<file path="config.mk">
export PLATFORM = sky130hd
export DESIGN_NAME = ssd_scan_decoder_flat
export DESIGN_NICKNAME = d
export VERILOG_FILES = /design/src/rtl/ssd_pkg.sv /design/src/rtl/ssd_scan_decoder_if.sv /design/src/rtl/ssd_seg_decode.sv /design/src/rtl/ssd_scan_decoder.sv /design/src/flat_wrapper.sv
export SDC_FILE = /design/constraint.sdc
export NUM_CORES = 1
export LEC_CHECK = 0
export ABC_AREA = 0
export BUFFER_PORTS_ARGS = -buffer_cell sky130_fd_sc_hd__clkbuf_2
export CORE_MARGIN = 2
export CORE_UTILIZATION = 30
export CTS_BUF_LIST = sky130_fd_sc_hd__clkbuf_4
export DETAILED_ROUTE_END_ITERATION = 6
export PLACE_DENSITY = 0.57
export SYNTH_ARGS = -nofsm -noshare
export SYNTH_HDL_FRONTEND = slang
export SYNTH_SLANG_ARGS = --single-unit
</file>
<file path="constraint.sdc">
create_clock -name board_clk -period 5.9 [get_ports board_clk]
set_input_delay 0.59 -clock board_clk [delete_from_list [all_inputs] [get_ports board_clk]]
set_output_delay 0.59 -clock board_clk [all_outputs]
set_load 0.03 [all_outputs]
</file>
<file path="src/rtl/ssd_pkg.sv">
// Shared definitions for the seven-segment scan decoder.
//   SEG_BLANK : abcdefg pattern with every segment dark (active low).
//   SEG_PAT   : hex digit -> abcdefg pattern, active low; index is the digit value.
//   ssd_state_e : scan FSM states.
package ssd_pkg;

  localparam logic [6:0] SEG_BLANK = 7'b1111111;

  localparam logic [15:0][6:0] SEG_PAT = {
    7'b0111000,  // F
    7'b0110000,  // E
    7'b1000010,  // D
    7'b0110001,  // C
    7'b1100000,  // B
    7'b0001000,  // A
    7'b0000100,  // 9
    7'b0000000,  // 8
    7'b0001111,  // 7
    7'b0100000,  // 6
    7'b0100100,  // 5
    7'b1001100,  // 4
    7'b0000110,  // 3
    7'b0010010,  // 2
    7'b1001111,  // 1
    7'b0000001   // 0
  };

  typedef enum logic [1:0] {
    StIdle,
    StSettle,
    StHold
  } ssd_state_e;

endpackage

</file>
<file path="src/rtl/ssd_scan_decoder_if.sv">
// Bundle of the tapped display nets and the recovered display state.
//   an_n, cath_n : scanned anode / cathode lines, active low (driven by master).
//   digit, dp, blank, digit_valid : recovered per-digit state (driven by slave).
//   frame_valid, frame_mask : frame completion pulse and digits seen in it.
//   code_err, conflict_err : illegal pattern / multi-anode pulses.
interface ssd_scan_decoder_if;

  logic [3:0]  an_n;
  logic [7:0]  cath_n;
  logic [15:0] digit;
  logic [3:0]  dp;
  logic [3:0]  blank;
  logic [3:0]  digit_valid;
  logic        frame_valid;
  logic [3:0]  frame_mask;
  logic        code_err;
  logic        conflict_err;

  modport master (
    output an_n, cath_n,
    input  digit, dp, blank, digit_valid, frame_valid, frame_mask, code_err, conflict_err
  );

  modport slave (
    input  an_n, cath_n,
    output digit, dp, blank, digit_valid, frame_valid, frame_mask, code_err, conflict_err
  );

endinterface

</file>
<file path="src/rtl/ssd_seg_decode.sv">
// Combinational seven-segment pattern decoder.
//   seg_i      : abcdefg, active low.
//   val_o      : hex value of a legal pattern (0 otherwise).
//   is_legal_o : pattern matches one of the 16 hex glyphs.
//   is_blank_o : all seven segments dark.
module ssd_seg_decode
  import ssd_pkg::*;
(
  input  logic [6:0] seg_i,
  output logic [3:0] val_o,
  output logic       is_legal_o,
  output logic       is_blank_o
);

  always_comb begin
    val_o      = 4'd0;
    is_legal_o = 1'b0;
    // Glyphs are unique, so at most one entry matches.
    for (int unsigned i = 0; i < 16; i++) begin
      if (seg_i == SEG_PAT[i]) begin
        val_o      = 4'(i);
        is_legal_o = 1'b1;
      end
    end
  end

  assign is_blank_o = (seg_i == SEG_BLANK);

endmodule

</file>
<file path="src/rtl/ssd_scan_decoder.sv">
// Monitor for the multiplexed seven-segment display: watches the scanned anode and
// cathode nets and rebuilds the four shown digits, decimal points and blank flags.
//   board_clk : system clock, rising edge.
//   Reset     : asynchronous, active high.
//   bus       : ssd_scan_decoder_if slave (pins in, recovered state and pulses out).
module ssd_scan_decoder
  import ssd_pkg::*;
#(
  parameter int unsigned SETTLE_CYCLES  = 16,
  parameter int unsigned TIMEOUT_CYCLES = 1048576
) (
  input  logic                board_clk,
  input  logic                Reset,
  ssd_scan_decoder_if.slave   bus
);

  localparam int unsigned AgeW = $clog2(TIMEOUT_CYCLES + 1);
  localparam logic [AgeW-1:0] AgeMax = AgeW'(TIMEOUT_CYCLES);
  localparam logic [7:0] CntMax = 8'(SETTLE_CYCLES);

  ssd_state_e            state_q;
  logic [3:0]            r_an_q, prev_an_q;
  logic [7:0]            r_cath_q, prev_cath_q;
  logic [7:0]            cnt_q;
  logic [3:0][AgeW-1:0]  age_q;
  logic [3:0]            seen_q;
  logic [15:0]           digit_q;
  logic [3:0]            dp_q, blank_q, valid_q, frame_mask_q;
  logic                  frame_valid_q, code_err_q, conflict_err_q;

  logic [3:0] act, act_prev;
  logic       act_one, act_multi, prev_multi, stable, an_changed;
  logic [1:0] sel_idx;
  logic [3:0] dec_val;
  logic       dec_legal, dec_blank;

  assign act        = ~r_an_q;
  assign act_prev   = ~prev_an_q;
  assign act_multi  = (act & (act - 4'd1)) != 4'd0;
  assign act_one    = (act != 4'd0) && !act_multi;
  assign prev_multi = (act_prev & (act_prev - 4'd1)) != 4'd0;
  assign an_changed = (r_an_q != prev_an_q);
  assign stable     = !an_changed && (r_cath_q == prev_cath_q);

  always_comb begin
    sel_idx = 2'd0;
    for (int unsigned i = 0; i < 4; i++) begin
      if (act[i]) sel_idx = 2'(i);
    end
  end

  ssd_seg_decode u_dec (
    .seg_i      (r_cath_q[7:1]),
    .val_o      (dec_val),
    .is_legal_o (dec_legal),
    .is_blank_o (dec_blank)
  );

  always_ff @(posedge board_clk or posedge Reset) begin
    if (Reset) begin
      state_q        <= StIdle;
      r_an_q         <= 4'hF;
      prev_an_q      <= 4'hF;
      r_cath_q       <= 8'hFF;
      prev_cath_q    <= 8'hFF;
      cnt_q          <= 8'd0;
      age_q          <= '0;
      seen_q         <= 4'd0;
      digit_q        <= 16'd0;
      dp_q           <= 4'd0;
      blank_q        <= 4'hF;
      valid_q        <= 4'd0;
      frame_valid_q  <= 1'b0;
      frame_mask_q   <= 4'd0;
      code_err_q     <= 1'b0;
      conflict_err_q <= 1'b0;
    end else begin
      r_an_q         <= bus.an_n;
      r_cath_q       <= bus.cath_n;
      prev_an_q      <= r_an_q;
      prev_cath_q    <= r_cath_q;
      frame_valid_q  <= 1'b0;
      code_err_q     <= 1'b0;
      // Pulse only on the transition into a multi-anode condition.
      conflict_err_q <= act_multi && !prev_multi;

      for (int unsigned i = 0; i < 4; i++) begin
        if (age_q[i] != AgeMax) begin
          age_q[i] <= age_q[i] + 1'b1;
          if (age_q[i] == AgeMax - 1'b1) begin
            blank_q[i] <= 1'b1;
            valid_q[i] <= 1'b0;
          end
        end
      end

      unique case (state_q)
        StIdle: begin
          if (act_one) begin
            state_q <= StSettle;
            cnt_q   <= 8'd1;
          end
        end
        StSettle: begin
          if (stable) begin
            if (cnt_q == CntMax) begin
              state_q <= StHold;
              // Sample assignments follow the age loop so a sample beats a timeout.
              dp_q[sel_idx]  <= ~r_cath_q[0];
              age_q[sel_idx] <= '0;
              if (dec_legal) begin
                digit_q[{sel_idx, 2'b00} +: 4] <= dec_val;
                valid_q[sel_idx] <= 1'b1;
                blank_q[sel_idx] <= 1'b0;
              end else if (dec_blank) begin
                valid_q[sel_idx] <= 1'b1;
                blank_q[sel_idx] <= 1'b1;
              end else begin
                valid_q[sel_idx] <= 1'b0;
                blank_q[sel_idx] <= 1'b0;
                code_err_q       <= 1'b1;
              end
              if (seen_q[sel_idx]) begin
                frame_valid_q <= 1'b1;
                frame_mask_q  <= seen_q;
                seen_q        <= 4'd1 << sel_idx;
              end else begin
                seen_q[sel_idx] <= 1'b1;
              end
            end else begin
              cnt_q <= cnt_q + 8'd1;
            end
          end else if (act_one) begin
            cnt_q <= 8'd1;
          end else begin
            state_q <= StIdle;
          end
        end
        StHold: begin
          if (an_changed) begin
            if (act_one) begin
              state_q <= StSettle;
              cnt_q   <= 8'd1;
            end else begin
              state_q <= StIdle;
            end
          end
        end
        default: state_q <= StIdle;
      endcase
    end
  end

  assign bus.digit        = digit_q;
  assign bus.dp           = dp_q;
  assign bus.blank        = blank_q;
  assign bus.digit_valid  = valid_q;
  assign bus.frame_valid  = frame_valid_q;
  assign bus.frame_mask   = frame_mask_q;
  assign bus.code_err     = code_err_q;
  assign bus.conflict_err = conflict_err_q;

endmodule
</file>
<file path="src/flat_wrapper.sv">
// flat-port wrapper written by rule: the top's interface ports become plain ports
module ssd_scan_decoder_flat import ssd_pkg::*;
#(
  parameter int unsigned SETTLE_CYCLES  = 16,
  parameter int unsigned TIMEOUT_CYCLES = 1048576
)
  (board_clk, Reset, bus_an_n, bus_cath_n, bus_digit, bus_dp, bus_blank, bus_digit_valid, bus_frame_valid, bus_frame_mask, bus_code_err, bus_conflict_err);
  ssd_scan_decoder_if bus_i ();
  input  logic board_clk;
  input  logic Reset;
  input wire logic [$bits(bus_i.an_n)-1:0] bus_an_n;
  input wire logic [$bits(bus_i.cath_n)-1:0] bus_cath_n;
  output wire logic [$bits(bus_i.digit)-1:0] bus_digit;
  output wire logic [$bits(bus_i.dp)-1:0] bus_dp;
  output wire logic [$bits(bus_i.blank)-1:0] bus_blank;
  output wire logic [$bits(bus_i.digit_valid)-1:0] bus_digit_valid;
  output wire logic [$bits(bus_i.frame_valid)-1:0] bus_frame_valid;
  output wire logic [$bits(bus_i.frame_mask)-1:0] bus_frame_mask;
  output wire logic [$bits(bus_i.code_err)-1:0] bus_code_err;
  output wire logic [$bits(bus_i.conflict_err)-1:0] bus_conflict_err;
  assign bus_i.an_n = bus_an_n;
  assign bus_i.cath_n = bus_cath_n;
  assign bus_digit = bus_i.digit;
  assign bus_dp = bus_i.dp;
  assign bus_blank = bus_i.blank;
  assign bus_digit_valid = bus_i.digit_valid;
  assign bus_frame_valid = bus_i.frame_valid;
  assign bus_frame_mask = bus_i.frame_mask;
  assign bus_code_err = bus_i.code_err;
  assign bus_conflict_err = bus_i.conflict_err;
  ssd_scan_decoder #(.SETTLE_CYCLES(SETTLE_CYCLES), .TIMEOUT_CYCLES(TIMEOUT_CYCLES)) u_core (.board_clk(board_clk), .Reset(Reset), .bus(bus_i));
endmodule
</file>
; ---- Word-level counts from Yosys, hierarchy flattened
; Index checks and enable logic that the tools add are counted.
[totals]
regBits = 157
inputBits = 14
wordCells = 194
[op_classes]
add_sub_neg = 8
n_lt_le_gt_ge = 2
n_eq_ne = 34
shifts = 3
muxes = 97
bitwise_logic = 13
reduce_logical = 18
[ops]
columns = op, count
row1 = 84-bit two-way mux, 3
row2 = 21-bit two-way mux, 5
row3 = 4-bit two-way mux, 25
row4 = "21-bit by 1-bit adder with 21-bit output, second input constant", 4
row5 = 84-bit bitwise AND, 1
row6 = "21-bit by 20-bit equality test with 1-bit output, second input constant", 4
row7 = "21-bit != test, second input constant", 4
row8 = 84-bit inverter, 1
row9 = 1-bit two-way mux, 46
row10 = 21-bit demux with 2-bit select, 1
row11 = "7-bit by 6-bit equality test with 1-bit output, second input constant", 5
row12 = "7-bit equality test, second input constant", 5
row13 = 8-bit two-way mux, 4
row14 = 8-bit case mux with 3 select lines, 1
row15 = 4-bit bitwise AND, 4
row16 = 16-bit bitwise mux, 1
row17 = "4-bit by 6-bit variable shift with 16-bit output, first input constant", 1
row18 = 4-bit by 6-bit variable part select with 16-bit output, 1
row19 = "7-bit by 3-bit equality test with 1-bit output, second input constant", 2
row20 = "7-bit by 4-bit equality test with 1-bit output, second input constant", 2
row21 = 2-bit two-way mux, 7
row22 = 4-bit inverter, 3
row23 = 4-bit OR, 3
row24 = 4-bit AND reduction, 3
row25 = 27 further kinds, 39

; ---- Longest topological paths before layout
; Gate-level depths: netlist of run 1.
[logic_depth]
ltp_word = 21
depth_mapped = 9
mapped_depth_nobuf = 8

; ---- Cells and area by module
; A second synthesis of run 1 with hierarchy kept.
[unflattened]
cells_unflattened = 751
area_unflattened_um2 = 7646.1
[modules_own_cells]
columns = mod, n_inst, cells_per_inst, area_each_um2, seq_area_each_um2
row1 = ssd_scan_decoder, 1, 694, 7274.5, 3963.8
row2 = ssd_seg_decode, 1, 57, 371.6, 0.0

; ---- Worst setup path after synthesis of run 1
; Ideal clock, no wire load.
[synth_path]
path_type = register to register
from = register u_core.r_an_q[2]
to = register u_core.cnt_q[2]
arrival_time_ns = 2.143
slack_ns = 3.631
path_stages_with_launch = 9
path_buffers = 3
period_less_slack_ns = 2.269
path_cell_list = dfstp_2 > buf_6 > xnor2_2 > nand4_4 > or4b_1 > buf_2 > o311a_1 > buf_6 > a221o_1
[synth_between]
elab_chain_len = 9
word_cells_on_any_way = 17
cone_classes = add/sub: 1 / eq/ne: 3 / mux: 4 / bitwise: 2 / reduce/logical: 7
[synth_rtl]
columns = item, line_no
row1 = start: declaration, ssd_scan_decoder.sv:22  ; logic [3:0] r_an_q, prev_an_q;
row2 = start signal: assignment, ssd_scan_decoder.sv:78  ; r_an_q <= bus.an_n;
row3 = 4-bit inverter, ssd_scan_decoder.sv:37  ; assign act = ~r_an_q;
row4 = 4-bit by 1-bit subtractor with 4-bit output, ssd_scan_decoder.sv:39  ; assign act_multi = (act & (act - 4'd1)) != 4'd0;
row5 = 4-bit bitwise AND, ssd_scan_decoder.sv:39
row6 = 4-bit nonzero test, ssd_scan_decoder.sv:39
row7 = 1-bit logical NOT, ssd_scan_decoder.sv:40  ; assign act_one = (act != 4'd0) && !act_multi;
row8 = 1-bit logical AND, ssd_scan_decoder.sv:40
row9 = 8-bit two-way mux, -
row10 = 8-bit two-way mux (on tied branches), -
row11 = 8-bit case mux with 3 select lines, ssd_scan_decoder.sv:97  ; unique case (state_q)
row12 = end signal: assignment, ssd_scan_decoder.sv:131  ; cnt_q <= cnt_q + 8'd1;
row13 = end: declaration, ssd_scan_decoder.sv:24  ; logic [7:0] cnt_q;
; Parallel ways exist; a longest one is shown, timed or not. The select of a mux whose other input is x is not followed.
; A chain may end at the register's enable or synchronous reset.

; ---- Final worst setup path of run 1
[layout_path]
from = register u_core.r_cath_q[5]
to = register u_core.valid_q[0] (netlist: u_core.bus.digit_valid[0])
[layout_between]
elab_chain_len = 21
word_cells_on_any_way = 40
cone_classes = eq/ne: 17 / mux: 21 / reduce/logical: 2
[layout_rtl]
columns = item, line_no
row1 = start: declaration, ssd_scan_decoder.sv:23  ; logic [7:0] r_cath_q, prev_cath_q;
row2 = start signal: assignment, ssd_scan_decoder.sv:79  ; r_cath_q <= bus.cath_n;
row3 = 7-bit by 1-bit equality test with 1-bit output, ssd_seg_decode.sv:20  ; if (seg_i == SEG_PAT[i]) begin
row4 = 1-bit two-way mux (16 in a row), ssd_seg_decode.sv:20
row5 = 4-bit two-way mux, ssd_scan_decoder.sv:111  ; if (dec_legal) begin
row6 = 4-bit two-way mux, ssd_scan_decoder.sv:106  ; if (cnt_q == CntMax) begin
row7 = 4-bit two-way mux *, ssd_scan_decoder.sv:105  ; if (stable) begin
row8 = 4-bit two-way mux *, ssd_scan_decoder.sv:97
row9 = end signal: indexed assignment, ssd_scan_decoder.sv:113  ; valid_q[sel_idx] <= 1'b1;
row10 = end signal: indexed assignment, ssd_scan_decoder.sv:116  ; valid_q[sel_idx] <= 1'b1;
row11 = end signal: indexed assignment, ssd_scan_decoder.sv:119  ; valid_q[sel_idx] <= 1'b0;
row12 = end: declaration, ssd_scan_decoder.sv:28  ; logic [3:0] dp_q, blank_q, valid_q, frame_mask_q;
; Mark *: on every way between the ends. The rest lies on a longest branch, timed or not.

==> reports/results.ini, run 1 <==
[global_routing]
met2_usage_pct=19.1
gr-usage-met1_pct=17.7
top_usage_layer=met2
grt_pass1_wl_mm=28.3
overflow=0
grt_usage_pct=12.5
antenna_found_initial=1
gr-usage-met3_pct=2.73
grt_pass1_vias=5447
grt_start_max_net_pins=113

[run]
max_cap_violations=0

[floorplanning]
core_area_mm2=0.0261
fp.dieH_um=167
dieWidth_um=167
start_util_pct=30.5
row_count=59
dieArea_mm2=0.0278
ios=49

[detailed_routing]
drt-total-wl_mm=16.8
drt_first_pass_iters=5
drtIter0Drc=280
routed_via_density=4.91
ant_nets=0
wl_per_cell_um=14.5
drc=0
vias=5680

[clock_network]
cts-root-buf=clkbuf_4
insertion_delay_ns=0.57
postCtsHoldBufs=0
numCtsBuffers=17
cts_resized=0
clockBufferDepth=2
cts_setup_buffers=0
cts_tree=done
clk_pin_slew_ns=0.13
cts-htree-levels=4
clock_sinks=157

[logic_synthesis]
netlist_top_cells_count=129 x dfrtp_1, 107 x nor2_1, 45 x xnor2_1, 35 x nand3_1, 34 x inv_1
syn_area_mm2=0.00795
ys.flop_type=dfrtp_1
async_flop_share_pct=100
syn_nets=804
yosys_warnings=0
ys_seq_area_share_pct=49.9
synth_top_area_share_pct=40.6
synth_top_cell_by_area=dfrtp_1
syn_area_per_cell_um2=10.3
yosysMostFrequentCell=dfrtp_1
yosys-top-cells-area=dfrtp_1 41%, dfstp_2 9.3%, nor2_1 5.1%
synth-seq-cells=157
synthCells=772
ys_types=64
synth_edf_count=0

[critical_path]
path_cells=xnor2_1 > nand4_1 > nor4_2 > and2_1 > o21ai_0
slowest_stage=and2_1
critPathKind=reg2reg
endpoint_kind=flip-flop
worstPathArrival_ns=3.60
r2r_slack_ns=2.72
cp-start-kind=flip-flop
crit_fanout=25
crit_path_max_incr_delay_ns=0.86
cp.required_ns=6.32

[run_status]
status=completed

[sta]
fmax_mhz=314
period_share_pct=54.0
finalMaxSlewViolations=0
setup_viol=0
min_period_ns=3.18
fin_tns_setup_ns=0
final_hold_viol_count=0
skew_ns=0.0295
worst_pin_slew_ns=1.26
rsz0062_at_grt=false
relSlewSlack_pct=15.2

[hold_path]
hold_path.class=in2reg

[power_and_ir_drop]
power_uw=1850
p_leak_uw=0.00382
p_per_area_mw_per_mm2=212
ir_drop_mv=0.115

[placed_design]
dp_hpwl_mm=11.4
gp_congestion=0.801
portBuffers=48

[final_layout]
areaGrowthSynthToFinish_pct=9.92
drive_gt1_share_pct=16.0
final_nets=839

metal layers:
layer | share of wire, % | vias up
met3 | 3.9 | 20
met4 | 1.6 | 0
met5 | 0 | -
li1 | - | 2800
met1 | 49 | 2741
met2 | 45 | 119
kinds of logic (layout without fill, tap and decap cells):
| family | Yosys count | after routing | synth area share, % |
|---|---|---|---|
| and+or+nand+nor | 327 | 327 | 22.1 |
| other | 0 | 2 | 0 |
| AOI/OAI and AO/OA | 104 | 104 | 9.48 |
| muxes | 14 | 14 | 1.84 |
| adders and majority gates | 19 | 19 | 2.96 |
| DFF | 157 | 157 | 49.9 |
| buffers and inverters | 69 | 117 | 4.01 |
| xor gates and xnor gates | 82 | 82 | 9.79 |
layout make-up:
| class | instances | area, um^2 |
|---|---|---|
| inverter | 34 | 133 |
| sequential | 157 | 3960 |
| clock inverter | 14 | 140 |
| timing repair buffer | 51 | 263 |
| multi-input combinational | 546 | 3680 |
| antenna | 2 | 5.00 |
| clock buffer | 18 | 135 |
| tap | 335 | 419 |
| fill | 2633 | 17300 |
worst max-delay path, delay by kind of cell, from the launching register on:
kind | cells | cell delay (ns)
AND/OR/NAND/NOR | 3 | 1.96
AO/OA/AOI/OAI | 1 | 0.20
flip-flops | 1 | 0.72
XOR/XNOR | 1 | 0.16
worst paths after layout:
kind	startpoint	to	cells after the start
worst max-delay path	u_core.r_cath_q[5]	u_core.bus.digit_valid[0]	5
max in group asynchronous	Reset	u_core.r_cath_q[7]	3
worst max register to register	u_core.r_cath_q[5]	u_core.bus.digit_valid[0]	5
worst min register to register	u_core.r_an_q[0]	u_core.prev_an_q[0]	0
worst min-delay path	bus_an_n[3]	u_core.r_an_q[3]	1
min in group asynchronous	Reset	u_core.age_q[71]	2
layout by cell type (no fill, tap or decap), types with 4 or more instances in the layout:
cell      instances
dfrtp_1         129
nor2_1          107
clkbuf_2         48
xnor2_1          45
nand3_1          35
inv_1            33
xor2_1           32
nand2_1          31
dfstp_2          28
a21oi_1          26
nand4_1          25
nor3_1           19
ha_1             18
clkbuf_4         18
and3_1           17
a221o_1          15
a21boi_0         14
nor4_1           14
o21ai_0          13
or3_1            13
and4_1           12
mux2i_1           9
nor4b_1           8
nor3b_1           8
nor2b_1           6
and2_1            6
mux2_2            5
or4_1             5
inv_6             5
or2_2             4
a21o_1            4
a211o_1           4
a22o_1            4
through the flow:
stage / std cells / utilization (%) / hold WS (ns) / cell area, um^2 / worst slack [ns]
floorplan: 772 / - / 0.360 / 7950 / 1.12
global placement: 1123 / 32.5 / 0.417 / 8460 / 2.75
detailed placement: 1123 / 32.5 / 0.416 / 8460 / 2.67
CTS: 1155 / 33.5 / 0.0436 / 8730 / 2.67
global route: 1157 / 33.5 / 0.0431 / 8740 / 2.39
finish: 1157 / 33.5 / 0.103 / 8740 / 2.72
sequential cells by signal (all words and copies together) (netlist names), 2 cells and up:
signal / cells
u_core.prev_cath_q: 8
u_core.seen_q: 4
u_core.r_cath_q: 8
u_core.age_q: 84
u_core.bus.frame_mask: 4
u_core.r_an_q: 4
u_core.state_q: 2
u_core.cnt_q: 8
u_core.bus.digit_valid: 4
u_core.prev_an_q: 4
u_core.bus.digit: 16
u_core.bus.blank: 4
u_core.bus.dp: 4
power breakdown:
group	internal (uW)	leakage (uW)	switching, uW	total (uW)
clock network	256	0.000146	397	653
registers	1090	0.00203	19.5	1110
logic	28.5	0.00165	53.0	81.5
total	1380	0.00382	470	1850
Note: power is estimated with default switching activity, not from simulation.
==> inputs of run 2 (changes only) <==
- PLACE_DENSITY: 0.57 -> 0.59
- clock period: 5.9 -> 2.8 ns (I/O delays scaled with it)
==> run 2 against run 1 <==
Sequential power rose by 110%. Sequential share of layout area decreased by 1.5 points. Via count is 2.0% higher. Cell count grew 2.7%. Clock skew is 0.010 ns lower. Worst setup slack got worse by 2.5 ns. Clock-buffer cell count is 3 higher. Non-clock buffer count is 32 higher. Critical path type unchanged.
==> reports/results.ini, run 2 (synthesis gave the netlist of run 1 again) <==
[run_status]
status=completed

[final_layout]
instances_no_fill=1188  ; +2.7%
fillers=2662  ; +1.1%
top_register=u_core.age_q
final_nets=871  ; +3.8%
largest_register_ffs=84  ; unchanged
layout_common_cells=129 x dfrtp_1, 107 x nor2_1, 48 x clkbuf_2
final_common_cell=dfrtp_1
areaGrowthSynthToFinish_pct=13.8
drive_gt1_share_pct=18.0  ; +2.0 points

[critical_path]
critPathKind=reg2reg
endpoint_kind=flip-flop
path_cells=xnor2_2 > nand4_2 > or4b_1 > o311a_1 > a221o_1
ff2ff_path_depth=5  ; unchanged
r2r_end=u_core.cnt_q[2]
slowest_stage=dfstp_2
cp.required_ns=3.24  ; -3.08 ns
worstPathArrival_ns=2.98  ; -0.62 ns
endpoint=u_core.cnt_q[2]
crit_path_max_incr_delay_ns=0.73  ; -0.13 ns
crit_start=u_core.r_cath_q[4]
worst-path-buf-inv=0  ; unchanged
cp_num_cells=5  ; unchanged
cp-start-kind=flip-flop
crit_fanout=17  ; -32%
reg2reg_from=u_core.r_cath_q[4]
r2r_slack_ns=0.26  ; -2.45 ns
crit_family=simple AND/OR/NAND/NOR gates

[sta]
setup_viol=0  ; unchanged
fmax_mhz=394  ; +26%
relSlewSlack_pct=30.7  ; +15 points
rsz0062_at_grt=false
skew_ns=0.0190  ; -0.0105 ns
period_share_pct=90.5  ; +37 points
finalMaxSlewViolations=0  ; unchanged
fin_tns_setup_ns=0  ; unchanged
final_hold_viol_count=0  ; unchanged
min_period_ns=2.54  ; -0.649 ns
worst_pin_slew_ns=1.04  ; -0.226 ns

[floorplanning]
core_area_mm2=0.0261  ; unchanged
row_count=59  ; unchanged
ios=49  ; unchanged
dieWidth_um=167  ; unchanged
fp.dieH_um=167  ; unchanged
start_util_pct=30.5  ; unchanged
dieArea_mm2=0.0278  ; unchanged

[power_and_ir_drop]
comb_power_share_pct=5.1  ; +0.7 points
p_int_uw=2950  ; +110%
power_uw=3910  ; +110%
ir_drop_mv=0.210  ; +82%
p_switching_uw=962  ; +100%
p_leak_uw=0.00398  ; +4.2%
power_frac_seq_pct=59.9  ; -0.3 points
power.share.clock_pct=35.0  ; -0.4 points
p_per_area_mw_per_mm2=433  ; +100%
p_sw_share_pct=24.6  ; -0.84 points

[clock_network]
cts-root-buf=clkbuf_4
cts_resized=0  ; unchanged
insertion_delay_ns=0.55  ; -0.02 ns
clock_sinks=157  ; unchanged
cts_tree=done
numCtsBuffers=17  ; unchanged
postCtsHoldBufs=13  ; +13
clk_pin_slew_ns=0.13  ; about the same
cts_setup_buffers=0  ; unchanged
clockBufferDepth=2  ; unchanged
cts-htree-levels=4  ; unchanged

[placed_design]
place_inst=1142  ; +1.7%
portBuffers=48  ; unchanged
gp_congestion=0.789  ; -1.5%
dp_hpwl_mm=12.0  ; +4.6%

[global_routing]
grt_pass1_wl_mm=29.1  ; +2.8%
overflow=0  ; unchanged
antenna_found_initial=1  ; unchanged
grt_usage_pct=12.8  ; +0.23 points
grt_start_max_net_pins=54  ; -52%
grt_pass1_vias=5767  ; +5.9%

[detailed_routing]
routed_via_density=4.88  ; -0.65%
drc=0  ; unchanged
drt_first_pass_iters=4  ; -1
drt-total-wl_mm=17.0  ; +1.5%
vias=5794  ; +2.0%
drtIter0Drc=358  ; +28%
wl_per_cell_um=14.3  ; -1.1%
ant_nets=0  ; unchanged

[run]
max_cap_violations=0  ; unchanged

[hold_path]
hold_path.class=in2async

==> run 2: changes by cell type in the layout (fill, tap and decap cells not counted) <==
cell | before | now
clkbuf_4 | 18 | 21
buf_12 | 0 | 3
dlygate4sd3_1 | 0 | 13
clkinv_2 | 2 | 4
inv_6 | 5 | 0
buf_4 | 3 | 19
clkinvlp_4 | 2 | 4
diode_2 | 2 | 1
clkinv_1 | 3 | 0
clkinv_4 | 1 | 2
==> run 2: area by class of cell <==
class / count / area [um^2] / share of cell area (%)
clock buffers: 21 / 158 / 1.74
repair buffers: 83 / 573 / 6.33
inverters: 34 / 131 / 1.45
flip-flops and latches: 157 / 3960 / 43.8
clock inverters: 11 / 120 / 1.33
diodes: 1 / 2.50 / 0.0277
multi-input cells: 546 / 3680 / 40.7
well taps: 335 / 419 / 4.63
==> run 2: worst register-to-register path, stage by stage, from the launching register on <==
cell and delay, ns:
dfstp_2 0.73, xnor2_2 0.16, nand4_2 0.21, or4b_1 0.68, o311a_1 0.28, a221o_1 0.39
==> run 2: worst min-delay path by stage <==
stage / startpoint / end / slack (ns) / depth (start not counted)
after floorplan: bus_an_n[0] / u_core.r_an_q[0] / 0.28 / 0
after detailed placement: bus_cath_n[2] / u_core.r_cath_q[2] / 0.37 / 1
after global routing: bus_cath_n[0] / u_core.r_cath_q[0] / 0.32 / 2
final: Reset / u_core.age_q[7] / 0.37 / 3
after global placement: bus_an_n[3] / u_core.r_an_q[3] / 0.37 / 1
after CTS: bus_cath_n[0] / u_core.r_cath_q[0] / 0.31 / 2
==> run 2: routing by layer <==
metal | part of all wire, % | vias to the layer above | track usage, %
met5 | 0 | - | 0
met4 | 1.0 | 0 | 3.26
met3 | 3.0 | 9 | 2.92
met2 | 46 | 70 | 20.3
met1 | 50 | 2843 | 17.6
li1 | - | 2872 | -
==> run 2: metrics by stage <==
step,utilization (%),area [um^2],hold slack [ns],setup WS (ns)
global placement,33.1,8640,0.370,0.300
finish,34.7,9050,0.366,0.265
global route,34.7,9050,0.319,0.133
detailed placement,33.1,8640,0.369,0.247
CTS,34.7,9040,0.306,0.257
floorplan,-,7950,0.284,0.531
==> run 2: power groups by stage <==
stage	clock [uW]	combinational, uW	sequential, uW
2_1_floorplan	0	154	2360
3_3_place_gp	0	190	2390
3_5_place_dp	0	191	2390
4_1_cts	1440	207	2350
5_1_grt	1540	227	2350
6_report	1370	200	2340
